<file path="config.mk">
export PLATFORM = sky130hd
export DESIGN_NAME = fx_stream_ctrl
export DESIGN_NICKNAME = d
export VERILOG_FILES = /design/src/rtl/fx_stream_ctrl.sv
export SDC_FILE = /design/constraint.sdc
export NUM_CORES = 1
export LEC_CHECK = 0
export CAP_MARGIN = 10
export CORE_MARGIN = 5
export CORE_UTILIZATION = 45
export CTS_CLUSTER_SIZE = 14
export DETAILED_ROUTE_END_ITERATION = 10
export PLACE_DENSITY = 0.88
export SKIP_LAST_GASP = 1
export SLEW_MARGIN = 0
export SYNTH_ARGS = -nofsm -noshare
export SYNTH_HDL_FRONTEND = slang
export SYNTH_SLANG_ARGS = --single-unit
export TNS_END_PERCENT = 10
</file>
<file path="constraint.sdc">
create_clock -name clk -period 5 [get_ports clk]
set_input_delay 0.75 -clock clk [delete_from_list [all_inputs] [get_ports clk]]
set_output_delay 0.75 -clock clk [all_outputs]
set_load 0.05 [all_outputs]
</file>
<file path="src/rtl/fx_stream_ctrl.sv">
// Job sequencer for the fixed-latency f(x) floating-point datapath: feeds samples,
// stalls the whole pipeline under output backpressure and tags the last result.
module fx_stream_ctrl #(
  parameter int unsigned LATENCY = 16,
  parameter int unsigned COUNT_W = 16
) (
  input  logic               clk,
  input  logic               reset,
  input  logic               start,
  input  logic [COUNT_W-1:0] n,
  output logic               busy,
  output logic               done,
  input  logic               s_valid,
  output logic               s_ready,
  input  logic [31:0]        s_data,
  output logic [31:0]        pipe_x,
  output logic               pipe_en,
  output logic               pipe_areset,
  input  logic [31:0]        pipe_result,
  output logic               m_valid,
  input  logic               m_ready,
  output logic [31:0]        m_data,
  output logic               m_last
);

  typedef enum logic [1:0] {
    S_IDLE,
    S_RUN,
    S_DRAIN,
    S_DONE
  } state_t;

  state_t             r_state;
  state_t             w_next;
  logic [COUNT_W-1:0] r_n;
  logic [COUNT_W-1:0] r_issued;
  logic [COUNT_W-1:0] r_retired;
  logic [LATENCY-1:0] r_vsr;
  logic               w_issue;
  logic               w_retire;
  logic               w_start;
  logic               w_last_issue;
  logic               w_last_retire;

  // Only a finished result that cannot leave freezes the datapath, so m_ready
  // feeds pipe_en and s_ready combinationally.
  assign m_valid     = r_vsr[LATENCY-1];
  assign pipe_en     = !(m_valid && !m_ready);
  assign s_ready     = (r_state == S_RUN) && pipe_en;
  assign w_issue     = s_valid && s_ready;
  assign w_retire    = m_valid && m_ready;
  assign w_start     = (r_state == S_IDLE) && start;

  assign w_last_issue  = (r_issued  + COUNT_W'(1)) == r_n;
  assign w_last_retire = (r_retired + COUNT_W'(1)) == r_n;

  assign m_last      = m_valid && (r_retired == (r_n - COUNT_W'(1)));
  assign busy        = (r_state == S_RUN) || (r_state == S_DRAIN);
  assign done        = (r_state == S_DONE);
  assign pipe_x      = s_data;
  assign m_data      = pipe_result;
  assign pipe_areset = ~reset;

  always_ff @(posedge clk or negedge reset) begin
    if (!reset) begin
      r_state <= S_IDLE;
    end else begin
      r_state <= w_next;
    end
  end

  always_comb begin
    w_next = r_state;
    case (r_state)
      S_IDLE: begin
        if (start) begin
          w_next = (n != '0) ? S_RUN : S_DONE;
        end
      end
      S_RUN: begin
        if (w_issue && w_last_issue) begin
          w_next = S_DRAIN;
        end
      end
      S_DRAIN: begin
        if (w_retire && w_last_retire) begin
          w_next = S_DONE;
        end
      end
      S_DONE:  w_next = S_IDLE;
      default: w_next = S_IDLE;
    endcase
  end

  always_ff @(posedge clk or negedge reset) begin
    if (!reset) begin
      r_n       <= '0;
      r_issued  <= '0;
      r_retired <= '0;
    end else if (w_start) begin
      r_n       <= n;
      r_issued  <= '0;
      r_retired <= '0;
    end else begin
      if (w_issue) begin
        r_issued <= r_issued + COUNT_W'(1);
      end
      if (w_retire) begin
        r_retired <= r_retired + COUNT_W'(1);
      end
    end
  end

  // Token tracker advances in lockstep with the datapath enable; zeros are bubbles.
  always_ff @(posedge clk or negedge reset) begin
    if (!reset) begin
      r_vsr <= '0;
    end else if (pipe_en) begin
      r_vsr <= {r_vsr[LATENCY-2:0], w_issue};
    end
  end

endmodule

</file>
After elaboration in Yosys (flattened, before gate mapping)
Index checks and enable logic that the tools add are counted.
Storage, ports and cells
  output and inout port bits: 71
  bits of input ports: 85
  register bits after elaboration: 66
  word-level logic and storage cells: 43
Cells by class
  add/subtract/negate cells: 3
  equal/unequal tests: 9
  muxes and demuxes: 9
  reductions and logical operators: 16
  bitwise logic cells: 1
Operator list (count)
  16-bit 2-to-1 mux: 4
  16-bit == test: 3
  16-bit by 1-bit adder with 16-bit output (second input constant): 2
  16-bit nonzero test: 1
  16-bit by 1-bit subtractor with 16-bit output (second input constant): 1
  1-bit logical AND: 8
  2-bit 2-to-1 mux: 4
  2-bit one-hot mux with 4 select lines: 1
  2-bit == test (second input constant): 2
  2-bit by 1-bit != test with 1-bit output (second input constant): 2
  2-bit nonzero test: 2
  3-bit AND reduction: 1
  2-bit by 1-bit == test with 1-bit output (second input constant): 1
  1-bit logical NOT: 2
  2-bit logical NOT: 1
  2-bit != test (second input constant): 1
  1-bit logical OR: 1
  1-bit inverter: 1

Logic depth before layout (Yosys ltp)
Gate-level depths: netlist of run 1.
  word-level depth: 8
  mapped depth: 10
  gate-level depth less buffers: 9

Least setup slack after synthesis of run 1
No wires, ideal clock.
  path kind: flip-flop to output port
  from: reg r_n[5]
  to: out m_last
  data required time: 4250 ps
  path buffers: 1
  cell stages (with the launch flop): 10
  slack: 1524 ps
  arrival time: 2726 ps
  cells stage by stage: dfrtp_1 buf_6 or3_4 or3_4 nor4_2 nand2_1 nor2_1 xor2_1 a2111oi_2 o221a_1
On the way
  cells in the longest elaborated chain, start to end: 3
Ends and longest elaborated chain
  from (decl): RTL line 35  | logic [COUNT_W-1:0] r_n;
  from (signal assigned): RTL line 101  | r_n <= n;
  16-bit by 1-bit subtractor with 16-bit output: RTL line 57  | assign m_last = m_valid && (r_retired == (r_n - COUNT_W'(1)));
  16-bit == test: RTL line 57
  1-bit logical AND: RTL line 57
  to (decl): RTL line 23  | output logic m_last
No other way between the ends.

Final worst setup path of run 1
Ends and elaborated chain as after synthesis.

==> results of run 1 <==
[layout by cell type, fill, tap and decap left out, types with 3 or more instances in the layout]
master           instances
nand3_1                 23
inv_1                   14
nor3_1                  14
nand2b_1                 7
and2_1                   3
mux2i_1                  4
and4_1                   5
clkbuf_8                 9
or3_1                    7
clkdlybuf4s50_1         26
a21oi_1                 11
dfrtp_1                 66
nand4_1                 11
nor4_1                  11
and3_1                   4
xnor2_1                 38
o21ai_0                 20
xor2_1                  37
nand2_1                 35
nand4b_1                 3
ha_1                     8
mux2_2                  26
clkinvlp_4               3
a211oi_1                 4
nand3b_1                 3
nor2_1                  48
[critical path, delay by kind of cell, from the launching register on]
kind | cells | cell delay [ns]
XOR/XNOR | 1 | 0.09
flip-flops | 1 | 0.47
AO/OA/AOI/OAI | 2 | 0.59
buffers and inverters | 1 | 0.80
AND/OR/NAND/NOR | 5 | 1.51
[state kept, by name, summed over array words and instances (netlist names)]
signal	cells
r_state	2
r_vsr	16
r_issued	16
r_n	16
r_retired	16
[layout make-up]
type / instances / area, um2
fill: 1034 / 5810
multi-input combinational: 366 / 2550
sequential: 66 / 1650
timing repair buffer: 29 / 280
tap: 140 / 175
clock buffer: 9 / 124
clock inverter: 7 / 100
inverter: 14 / 52.6
[power by group through the flow]
| stage | combinational, mW | sequential [mW] | clock (mW) |
|---|---|---|---|
| floorplan | 1.03 | 0.789 | 0 |
| global placement | 0.997 | 0.896 | 0 |
| detailed placement | 1.02 | 0.912 | 0 |
| CTS | 1.03 | 0.902 | 0.516 |
| global route | 1.13 | 0.930 | 0.544 |
| finish | 1.04 | 0.906 | 0.509 |
[worst paths after layout]
| check | startpoint | end | slack [ns] | depth (start not counted) |
|---|---|---|---|---|
| min in group asynchronous | reset | r_issued[4]$_DFFE_PN0P_ | 0.62 | 2 |
| setup / recovery | r_n[5]$_DFFE_PN0P_ | m_last | 0.43 | 9 |
| setup reg to reg | r_retired[0]$_DFFE_PN0P_ | r_state[0]$_DFFE_PN0P_ | 2.05 | 9 |
| hold / removal | r_vsr[14]$_DFFE_PN0N_ | r_vsr[15]$_DFFE_PN0N_ | 0.49 | 1 |
| hold reg to reg | r_vsr[14]$_DFFE_PN0N_ | r_vsr[15]$_DFFE_PN0N_ | 0.49 | 1 |
| max in group asynchronous | reset | r_retired[6]$_DFFE_PN0P_ | 3.84 | 2 |
[logic make-up after synthesis]
family	Yosys count	share of synthesized area
muxes	30	0.0679
and+or+nand+nor	191	0.209
adders and majority gates	8	0.0204
AOI/OAI and AO/OA	62	0.0888
xor gates and xnor gates	75	0.134
DFF	66	0.337
buffers and inverters	115	0.143
[metrics by stage]
| stage | instances | cell area, um2 | worst slack [ns] | util | total power, mW |
|---|---|---|---|---|---|
| after floorplan | 547 | 4900 | 1.52 | - | 1.82 |
| after global routing | 631 | 4930 | 0.140 | 0.459 | 2.60 |
| final | 631 | 4930 | 0.432 | 0.459 | 2.45 |
| after global placement | 615 | 4710 | 0.885 | 0.438 | 1.89 |
| after CTS | 631 | 4930 | 0.423 | 0.459 | 2.45 |
| after detailed placement | 615 | 4710 | 0.814 | 0.438 | 1.94 |
[metal layers]
metal / track usage / vias up
met5: 0 / -
met3: 0.0476 / 41
met2: 0.263 / 188
li1: - / 1701
met4: 0.0665 / 0
met1: 0.243 / 1807
==> results.py, run 1 <==
metrics = {
    "grt": {
        "grt_pass1_vias": 3668,
        "grtUsageTotal": 0.176,
        "grt_pass1_wl_mm": 18.5,
        "antenna_found_initial": 0,
        "grt_max_degree": 67,
        "overflow": 0,
    },
    "sta": {
        "hold_viol": 0,
        "maxSlewViolCount": 0,
        "setup_viol": 0,
        "rsz0062_at_grt": "no",
        "fin_skew_ns": 0.00901,
        "hold_ws_ns": 0.486,
        "tightest_slew_ns": 1.05,
        "period_needed_ns": 4.57,
        "clock.fmax_ghz": 0.219,
        "finalSetupTns_ns": 0,
        "max_slew_margin": 0.299,
        "period_share": 0.914,
    },
    "worst_setup_path": {
        "cp_max_fo": 8,
        "slowest_delay_ns": 0.80,
        "cp_cell_sequence": "or3_4 > or3_4 > nor4_2 > nand2_1 > nor2_1 > xor2_1 > a2111oi_2 > o221a_1 > clkdlybuf4s50_1",
        "arrival_ns": 3.82,
        "crit_path_top_delay_cell": "clkdlybuf4s50_1",
        "worst-setup-path-type": "flop to output port",
        "crit_path_end_kind": "output port",
        "critPathLaunchType": "flop",
        "required_ns": 4.25,
        "crit_path_frequent_cell": "or3_4",
    },
    "power": {
        "switching_share": 0.417,
        "p_switching_mw": 1.02,
        "p_int_mw": 1.43,
        "combPwrFrac": 0.424,
        "power.density_mw_per_mm2": 498,
        "clock_power_share": 0.207,
        "leakagePower_nw": 1.96,
        "pwr-share-seq": 0.369,
        "ir_drop_uv": 353,
    },
    "clock_tree": {
        "root_buffer": "clkbuf_8",
        "h-tree-depth": 3,
        "worstSkewPairLatency_ns": 0.35,
        "cts_resized": 0,
        "cts_sinks": 66,
        "cts.path.max_buffers": 2,
        "cts-buffers-inserted": 9,
        "postCtsSetupRepairBufs": 0,
        "cts_tree": "yes",
        "clk_pin_slew_ns": 0.08,
        "postCtsHoldBufs": 0,
    },
    "drt": {
        "dr_wl_met2_mm": 4.96,
        "num_vias": 3737,
        "via_per_inst": 5.92,
        "dr.pass1.iters": 5,
        "routedLengthMet1_mm": 5.02,
        "wl_per_cell_um": 17.8,
        "wirelength_mm": 11.2,
        "wl_met3_um": 906,
        "final_antenna_net_count": 0,
        "top_layer_used": "met4",
        "drc_errors": 0,
        "dr.first_iter.drc_count": 269,
    },
    "synth": {
        "yosysMostFrequentCell": "buf_4",
        "synth-seq-area-share": 0.337,
        "synth_edf_count": 0,
        "yosys_register_bits": 66,
        "yosysWarnings": 0,
        "avgSynthCellArea_um2": 8.96,
        "synthTopCellsByArea": "dfrtp_1, buf_4, xnor2_1",
        "synthFlopType": "dfrtp_1",
        "synth_area_mm2": 0.00490,
        "synth_top_area_share": 0.337,
        "ys_top_cells_by_count": "buf_4, dfrtp_1, nor2_1",
        "yosysTopAreaCell": "dfrtp_1",
        "synth-async-reset-ratio": 1.00,
        "yosys.cell_types.count": 62,
        "netlist_instances": 547,
        "synth_fp_nets": 640,
    },
    "finish": {
        "drive_gt1_frac": 0.116,
        "nets": 579,
        "area_growth_syn_to_layout_pct": 0.613,
        "antenna_cells": 0,
    },
    "floorplan": {
        "core_area_mm2": 0.0107,
        "rows": 38,
        "start_util": 0.456,
        "dieWidth_um": 114,
        "ios": 156,
        "die_h_um": 114,
        "die_area_mm2": 0.0131,
    },
    "place": {
        "port_buffers": 27,
        "hpwl_mm": 8.29,
        "gp_congestion": 0.954,
    },
    "hold_path": {
        "hp-class": "flop to flop",
    },
    "outcome": {
        "status": "completed",
    },
    "run": {
        "cap_violations": 0,
    },
}
(Power assumes the default switching activity.)
==> inputs of run 2 (changes only) <==
CELL_PAD_IN_SITES_DETAIL_PLACEMENT = 2   (was not set)
CELL_PAD_IN_SITES_GLOBAL_PLACEMENT = 2   (was not set)
CORE_UTILIZATION = 30   (was 45)
PLACE_DENSITY = 0.95   (was 0.88)
==> results.py, run 2 (synthesis results as in run 1) <==
metrics = {
    "sta": {
        "maxSlewViolCount": 0,
        "clock.fmax_ghz": 0.215,
        "finalSetupTns_ns": 0,
        "period_share": 0.930,
        "fin_skew_ns": 0.0109,
        "worst_slack_ns": 0.350,
        "period_needed_ns": 4.65,
        "tightest_slew_ns": 0.933,
        "rsz0062_at_grt": "no",
        "setup_viol": 0,
        "hold_viol": 0,
        "max_slew_margin": 0.378,
    },
    "power": {
        "p_total_mw": 2.68,
        "combPwrFrac": 0.412,
        "leakagePower_nw": 2.00,
        "p_int_mw": 1.55,
        "switching_share": 0.420,
        "power.density_mw_per_mm2": 522,
        "ir_drop_uv": 205,
        "pwr-share-seq": 0.341,
        "p_switching_mw": 1.12,
        "clock_power_share": 0.247,
    },
    "hold_path": {
        "hp-start": "r_vsr[14]$_DFFE_PN0N_",
        "holdPathStages": 1,
        "min_to": "r_vsr[15]$_DFFE_PN0N_",
        "hp-class": "flop to flop",
    },
    "worst_setup_path": {
        "cp.buffers_inverters": 1,
        "crit_path_frequent_cell": "or3_4",
        "worst-setup-path-type": "flop to output port",
        "critPathLaunchType": "flop",
        "rr_endpoint": "r_state[0]$_DFFE_PN0P_",
        "cp_max_fo": 8,
        "crit_path_top_delay_cell": "clkdlybuf4s50_1",
        "cp_cell_sequence": "or3_4 > or3_4 > nor4_2 > nand2_1 > nor2_1 > xor2_1 > a2111oi_2 > o221a_1 > clkdlybuf4s50_1",
        "reg2reg_depth": 9,
        "reg2reg_slack_ns": 1.92,
        "crit_path_end_kind": "output port",
        "required_ns": 4.25,
        "arrival_ns": 3.90,
        "slowest_delay_ns": 0.80,
        "reg2reg_from": "r_retired[0]$_DFFE_PN0P_",
        "crit_family": "simple AND/OR/NAND/NOR gates",
    },
    "grt": {
        "grt_pass1_wl_mm": 23.6,
        "grtUsageTotal": 0.162,
        "overflow": 0,
        "antenna_found_initial": 0,
        "grt_pass1_vias": 4162,
        "grt_max_degree": 46,
    },
    "finish": {
        "final_common_cell": "dfrtp_1",
        "final_cell_mix": "dfrtp_1, nor2_1, xnor2_1",
        "drive_gt1_frac": 0.120,
        "nets": 581,
        "antenna_cells": 0,
        "layout.cells.non_filler": 709,
        "area_growth_syn_to_layout_pct": 4.52,
        "final_area_mm2": 0.00512,
    },
    "clock_tree": {
        "postCtsSetupRepairBufs": 0,
        "worstSkewPairLatency_ns": 0.36,
        "cts_sinks": 66,
        "root_buffer": "clkbuf_16",
        "clk_pin_slew_ns": 0.06,
        "h-tree-depth": 3,
        "cts.path.max_buffers": 2,
        "cts_tree": "yes",
        "postCtsHoldBufs": 0,
        "cts-buffers-inserted": 9,
        "cts_resized": 0,
    },
    "floorplan": {
        "die_area_mm2": 0.0190,
        "rows": 46,
        "core_area_mm2": 0.0159,
        "start_util": 0.307,
        "ios": 156,
        "die_h_um": 138,
        "dieWidth_um": 138,
    },
    "place": {
        "place_inst": 693,
        "gp_congestion": 0.869,
        "postPlaceCellArea_mm2": 0.00482,
        "hpwl_mm": 11.1,
        "port_buffers": 27,
        "post-place-ws_ns": 0.726,
    },
    "drt": {
        "wl_met3_um": 749,
        "dr_wl_met2_mm": 7.22,
        "dr.pass1.iters": 4,
        "top_layer_used": "met4",
        "via_per_inst": 5.32,
        "dr.first_iter.drc_count": 184,
        "drc_errors": 0,
        "routedLengthMet1_mm": 6.20,
        "final_antenna_net_count": 0,
        "wl_per_cell_um": 20.5,
        "num_vias": 3775,
        "wirelength_mm": 14.6,
    },
    "run": {
        "cap_violations": 0,
    },
    "outcome": {
        "status": "completed",
    },
}
## run 2: cell types whose count changed in the layout (fill, tap and decap cells not counted), sizes merged
| cell | delta |
|---|---|
| buf | +2 |
| bufinv | -1 |
| inv | -2 |
| clkbuf | +1 |
| clkinv | +2 |
## run 2: through the flow
step / hold WS, ns / util
6_report: 0.476 / 0.321
5_1_grt: 0.516 / 0.321
2_1_floorplan: 0.430 / -
4_1_cts: 0.485 / 0.321
3_3_place_gp: 0.442 / 0.302
3_5_place_dp: 0.462 / 0.302
## run 2: per-layer routing
layer  track usage  vias to the layer above
li1              -                     1697
met4        0.0620                        0
met1         0.198                     1963
met3        0.0435                       41
met5             0                        -
met2         0.272                       74
## run 2: power by group through the flow
| stage | combinational (mW) | clock [mW] | sequential [mW] |
|---|---|---|---|
| finish | 1.10 | 0.662 | 0.912 |
| CTS | 1.11 | 0.682 | 0.914 |
| global placement | 1.03 | 0 | 0.897 |
| floorplan | 1.03 | 0 | 0.789 |
| global route | 1.21 | 0.702 | 0.937 |
| detailed placement | 1.10 | 0 | 0.922 |
## run 2: cell type report
type                            count  area, um2
Tap cell                          216        270
Sequential cell                    66       1650
Clock buffer                       10        239
Clock inverter                      6       66.3
Timing Repair Buffer               31        295
Inverter                           14       52.6
Multi-Input combinational cell    366       2550
Fill cell                        1778      10800
## run 2: how the worst max path moves through the flow
stage                                  start  endpoint  slack [ns]  depth (start not counted)
after floorplan           r_n[5]$_DFFE_PN0P_    m_last        1.52                          9
after global placement    r_n[5]$_DFFE_PN0P_    m_last        0.87                          9
after detailed placement  r_n[5]$_DFFE_PN0P_    m_last        0.73                          9
after CTS                 r_n[5]$_DFFE_PN0P_    m_last        0.32                          9
after global routing      r_n[5]$_DFFE_PN0P_    m_last        0.19                          9
final                     r_n[5]$_DFFE_PN0P_    m_last        0.35                          9
==> inputs of run 3 (changes only) <==
CAP_MARGIN = 30   (was 10)
==> results of run 3 <==
Same layout as run 2: the final DEF is identical, and so are final timing and power.
